--- config.mk ---
export PLATFORM = sky130hd
export DESIGN_NAME = sdram_wb_bridge
export DESIGN_NICKNAME = d
export VERILOG_FILES = /design/src/rtl/sdram_wb_bridge.sv
export SDC_FILE = /design/constraint.sdc
export NUM_CORES = 1
export LEC_CHECK = 0
export ABC_AREA = 1
export CAP_MARGIN = 20
export CORE_ASPECT_RATIO = 1.2
export CORE_UTILIZATION = 52
export CTS_CLUSTER_DIAMETER = 100
export CTS_CLUSTER_SIZE = 8
export DETAILED_ROUTE_END_ITERATION = 7
export GPL_ROUTABILITY_DRIVEN = 1
export PLACE_DENSITY_LB_ADDON = 0.15
export SKIP_CTS_REPAIR_TIMING = 1
export SLEW_MARGIN = 10
export SYNTH_ARGS = -nofsm -noshare
export SYNTH_HDL_FRONTEND = slang
export SYNTH_SLANG_ARGS = --single-unit
--- constraint.sdc ---
create_clock -name clk -period 3.4 [get_ports clk]
set_input_delay 0.68 -clock clk [delete_from_list [all_inputs] [get_ports clk]]
set_output_delay 0.68 -clock clk [all_outputs]
set_load 0.02 [all_outputs]
--- src/rtl/sdram_wb_bridge.sv ---
// Wishbone slave bridge onto the sdr_controller request/response protocol.
// Partial writes become read-modify-write; reads are bounded by a timeout.
module sdram_wb_bridge #(
  parameter logic [31:0] BASE_ADDR = 32'h3800_0000,
  parameter int unsigned TIMEOUT   = 64
) (
  input  logic        clk,
  input  logic        rst_n,
  input  logic        wbs_cyc_i,
  input  logic        wbs_stb_i,
  input  logic        wbs_we_i,
  input  logic [3:0]  wbs_sel_i,
  input  logic [31:0] wbs_adr_i,
  input  logic [31:0] wbs_dat_i,
  output logic        wbs_ack_o,
  output logic [31:0] wbs_dat_o,
  output logic [22:0] user_addr,
  output logic        rw,
  output logic [31:0] data_in,
  input  logic [31:0] data_out,
  input  logic        busy,
  output logic        in_valid,
  input  logic        out_valid,
  output logic        err
);

  localparam logic [2:0] IDLE     = 3'd0;
  localparam logic [2:0] RD_ISSUE = 3'd1;
  localparam logic [2:0] RD_WAIT  = 3'd2;
  localparam logic [2:0] MERGE    = 3'd3;
  localparam logic [2:0] WR_ISSUE = 3'd4;
  localparam logic [2:0] ACK      = 3'd5;

  localparam logic [7:0]  TIMEOUT_LAST = 8'(TIMEOUT - 1);
  localparam logic [31:0] TIMEOUT_DATA = 32'hDEAD_BEEF;

  logic [2:0]  state_r;
  logic [2:0]  state_s;
  logic        we_r;
  logic [3:0]  sel_r;
  logic [31:0] wdat_r;
  logic [31:0] rdat_r;
  logic [7:0]  cnt_r;
  logic        hit_s;
  logic        accept_s;
  logic        timeout_s;
  logic        adr_unused_s;

  function automatic logic [31:0] merge_bytes(input logic [31:0] wdat,
                                              input logic [31:0] rdat,
                                              input logic [3:0]  sel);
    logic [31:0] res;
    for (int n = 0; n < 4; n++) begin
      res[8*n +: 8] = sel[n] ? wdat[8*n +: 8] : rdat[8*n +: 8];
    end
    return res;
  endfunction

  assign hit_s        = (wbs_adr_i[31:23] == BASE_ADDR[31:23]);
  assign accept_s     = (state_r == IDLE) && wbs_cyc_i && wbs_stb_i && hit_s;
  assign timeout_s    = (state_r == RD_WAIT) && !out_valid && (cnt_r == TIMEOUT_LAST);
  assign adr_unused_s = ^wbs_adr_i[1:0];

  // Request strobe: combinational so it rises in the first non-busy issue cycle.
  always_comb begin
    in_valid = 1'b0;
    if ((state_r == RD_ISSUE) || (state_r == WR_ISSUE)) begin
      in_valid = ~busy;
    end else begin
      in_valid = 1'b0;
    end
  end

  // Next-state decode.
  always_comb begin
    state_s = state_r;
    case (state_r)
      IDLE: begin
        if (!accept_s) begin
          state_s = IDLE;
        end else if (!wbs_we_i) begin
          state_s = RD_ISSUE;
        end else if (wbs_sel_i == 4'hF) begin
          state_s = WR_ISSUE;
        end else if (wbs_sel_i == 4'h0) begin
          state_s = ACK;
        end else begin
          state_s = RD_ISSUE;
        end
      end
      RD_ISSUE: begin
        if (!busy) state_s = RD_WAIT;
        else       state_s = RD_ISSUE;
      end
      RD_WAIT: begin
        if (out_valid)      state_s = we_r ? MERGE : ACK;
        else if (timeout_s) state_s = ACK;
        else                state_s = RD_WAIT;
      end
      MERGE:    state_s = WR_ISSUE;
      WR_ISSUE: begin
        if (!busy) state_s = ACK;
        else       state_s = WR_ISSUE;
      end
      ACK:      state_s = IDLE;
      default:  state_s = IDLE;
    endcase
  end

  // State register.
  always_ff @(posedge clk or negedge rst_n) begin
    if (!rst_n) state_r <= IDLE;
    else        state_r <= state_s;
  end

  // Read-wait timeout counter; cleared while the read is being issued.
  always_ff @(posedge clk or negedge rst_n) begin
    if (!rst_n) begin
      cnt_r <= 8'd0;
    end else if (state_r == RD_ISSUE) begin
      cnt_r <= 8'd0;
    end else if (state_r == RD_WAIT) begin
      cnt_r <= cnt_r + 8'd1;
    end else begin
      cnt_r <= cnt_r;
    end
  end

  // Request capture and merge buffer; controller-side fields hold until the next accept.
  always_ff @(posedge clk or negedge rst_n) begin
    if (!rst_n) begin
      we_r      <= 1'b0;
      sel_r     <= 4'h0;
      wdat_r    <= 32'h0;
      rdat_r    <= 32'h0;
      user_addr <= 23'h0;
      rw        <= 1'b0;
      data_in   <= 32'h0;
    end else if (accept_s) begin
      we_r      <= wbs_we_i;
      sel_r     <= wbs_sel_i;
      wdat_r    <= wbs_dat_i;
      user_addr <= {wbs_adr_i[22:2], 2'b00};
      rw        <= wbs_we_i && (wbs_sel_i == 4'hF);
      if (wbs_we_i && (wbs_sel_i == 4'hF)) data_in <= wbs_dat_i;
    end else if ((state_r == RD_WAIT) && out_valid) begin
      rdat_r <= data_out;
    end else if (state_r == MERGE) begin
      data_in <= merge_bytes(wdat_r, rdat_r, sel_r);
      rw      <= 1'b1;
    end
  end

  // Wishbone response and sticky timeout flag.
  always_ff @(posedge clk or negedge rst_n) begin
    if (!rst_n) begin
      wbs_ack_o <= 1'b0;
      wbs_dat_o <= 32'h0;
      err       <= 1'b0;
    end else begin
      wbs_ack_o <= (state_s == ACK);
      if ((state_r == RD_WAIT) && out_valid && !we_r) begin
        wbs_dat_o <= data_out;
      end else if (timeout_s) begin
        wbs_dat_o <= TIMEOUT_DATA;
      end
      if (timeout_s) err <= 1'b1;
    end
  end

endmodule

==> run_results.csv <==
group,metric,value,unit
outcome,status,"finished, final reports clean",
timing,slew_viol_final,0,
floorplan,die_area,0.0146,mm²
cells_and_area,n_fill_cell,1106,
power,peakVddDrop,0.590,mV
global_routing,antenna_found_initial,0,
power,p_comb_frac,0.320,
global_routing,grt_max_degree,96,
global_routing,grt.total_usage,0.263,
placed_design,dp.cells,1179,
detailed_routing,final_antenna_net_count,0,
cts,cts_tree,"done",
global_routing,grt_overflow,0,
cts,clkTransAtPathRegs,60,ps
critical_path,critPathArrivalTime,2130,ps
logic_synthesis,yosysUniqueCellTypes,25,
detailed_routing,viasPerCell,5.09,
logic_synthesis,yosysSeqAreaShare,0.573,
detailed_routing,vias,6158,
critical_path,crit_type,"reg -> out",
cells_and_area,register_area,0.00420,mm²
critical_path,end_kind,"primary output",
timing,fmax,0.355,GHz
cts,worstSkewPairLatency,420,ps
detailed_routing,drtIter0Drc,305,
cells_and_area,area.growth.synth_to_final,35.2,%
global_routing,grt_pass1_vias,6160,
power,switchingPower,2.13,mW
power,power_frac_seq,0.411,
cts,cts_htree_levels,4,
floorplan,start_util,0.533,
cts,cts_root_buffer,"clkbuf_16",
timing,setup_viol,0,
floorplan,die_y,132,µm
placed_design,dp_hpwl,12000,µm
timing,tightestPinTransition,676,ps
cells_and_area,multi_input_area,0.00268,mm²
placed_design,place.gp.congestion,0.764,
cells_and_area,nets,1135,
timing,slew_headroom,0.549,
critical_path,start_kind,"flop",
detailed_routing,first_pass_iters,4,
logic_synthesis,synthCells,849,
floorplan,die_w,110,µm
detailed_routing,wirelength,18000,µm
power,switching_share,0.319,
critical_path,crit_fanout,9,
cts,cts_buffers,17,
global_routing,grt_pass1_wl,30200,µm
power,power.share.clock,0.269,
detailed_routing,wl_per_cell,14.9,µm
floorplan,num_rows,47,
timing,rsz0062_at_grt,"no",
power,p_leak,5.14,nW
power,power.internal,4.56,mW
logic_synthesis,syn_area_per_cell,8.64,µm²
timing,fin_setup_tns,0,ps
timing,timing.hold.ws,225,ps
floorplan,core_area,0.0138,mm²
timing,skew,5.94,ps
logic_synthesis,ys_ff_latch,168,
cts,clock_sinks,168,
cells_and_area,n_antenna_cell,0,
job,maxCapViolCount,0,
floorplan,num_io_pins,198,
detailed_routing,drc,0,
critical_path,worst-endpoint-required,2720,ps
timing,post-route-period-util,0.828,
placed_design,io_buffers,193,
timing,final-hold-violation-count,0,
cells_and_area,final_cells,1210,
cells_and_area,drive_above_1_share,0.0837,
worst_hold_path,min_path_type,"in -> async",
cts,clock_path_buffers,2,
timing,fin_crit,2810,ps
logic_synthesis,yosysWarnings,0,
logic_synthesis,syn_area,0.00734,mm²
power,p_per_area,675,mW/mm²
cell usage in the layout, fill, tap and decap left out, types with 3 or more instances in the layout:
master and n:
buf_4 10, nand4_1 3, mux2_2 32, clkinv_2 6, a21oi_1 29, clkbuf_8 3
nand2_1 336, nand3_1 70, inv_1 56, inv_2 3, clkdlybuf4s50_1 192, o21ai_0 51
clkbuf_16 17, dfrtp_1 168, nor2_1 37
per-layer routing:
| metal | routed length, µm | global-route usage |
|---|---|---|
| met1 | 7480 | 0.326 |
| met2 | 9080 | 0.442 |
| met3 | 1220 | 0.0809 |
| met4 | 233 | 0.0822 |
| met5 | 0 | 0 |
area by class of cell:
class | count | share of cell area
clock inverters | 9 | 0.00757
clock buffers | 22 | 0.0478
well taps | 171 | 0.0216
repair buffers | 205 | 0.206
flip-flops and latches | 168 | 0.424
multi-input cells | 576 | 0.271
inverters | 59 | 0.0223
stage by stage:
stage | cell area (µm²) | setup WS [ps] | total power, mW | util
after floorplan | 7340 | 1520 | 3.96 | -
after global placement | 9370 | 677 | 4.88 | 0.681
after detailed placement | 9370 | 670 | 4.94 | 0.681
after CTS | 9920 | 583 | 6.76 | 0.721
after global routing | 9920 | 472 | 7.07 | 0.721
final | 9920 | 586 | 6.69 | 0.721
final timing paths:
| path | from | end | slack (ps) | depth (start not counted) |
|---|---|---|---|---|
| setup / recovery | state_r[1]$_DFF_PN0_ | in_valid | 590 | 4 |
| hold / removal | rst_n | data_in[7]$_DFFE_PN0P_ | 230 | 1 |
| setup reg to reg | state_r[1]$_DFF_PN0_ | data_in[23]$_DFFE_PN0P_ | 1420 | 9 |
| hold reg to reg | wdat_r[30]$_DFFE_PN0P_ | wdat_r[30]$_DFFE_PN0P_ | 470 | 2 |
| max in group asynchronous | rst_n | wdat_r[25]$_DFFE_PN0P_ | 2400 | 2 |
| min in group clk | wdat_r[30]$_DFFE_PN0P_ | wdat_r[30]$_DFFE_PN0P_ | 470 | 2 |
worst max-delay path, cell delays in order (launching register included):
cell and delay [ps]:
dfrtp_1 450, inv_1 120, nand3_1 260, o21ai_0 250
clkdlybuf4s50_1 640
sequential cells by signal, indices dropped and copies added, names as in the netlist:
name / cells
wbs_dat_o: 32
sel_r: 4
wbs_ack_o: 1
rw: 1
state_r: 3
we_r: 1
data_in: 32
user_addr: 21
err: 1
wdat_r: 32
cnt_r: 8
rdat_r: 32
power by group through the flow:
stage                     sequential [mW]  combinational [mW]  clock [mW]
after floorplan                      3.08               0.874           0
after global placement               2.78                2.11           0
after detailed placement             2.78                2.15           0
after CTS                            2.76                2.17        1.84
after global routing                 2.81                2.34        1.92
final                                2.75                2.14        1.80
cell families after synthesis:
group	count (synthesis)	share of synthesized area
other	1	0.000511
muxes	32	0.0491
AOI/OAI and AO/OA	81	0.0558
DFF	168	0.573
adders and majority gates	1	0.00171
buffers and inverters	106	0.0648
and+or+nand+nor	460	0.255
synth_stat cells (all sizes together):
library cell,count,share of area
nand2,340,0.18
dfrtp,168,0.57
nand3,71,0.049
inv,59,0.030
o21ai,51,0.035
nor2,41,0.022
buf,35,0.028
mux2,32,0.049
a21oi,29,0.020
clkbuf,12,0.0061
nand3b,3,0.0048
nand4,3,0.0026
nor3,2,0.0014
a22o,1,0.0012
conb,1,0.00051
ha,1,0.0017
No activity file was read; power rests on OpenSTA's default activity.
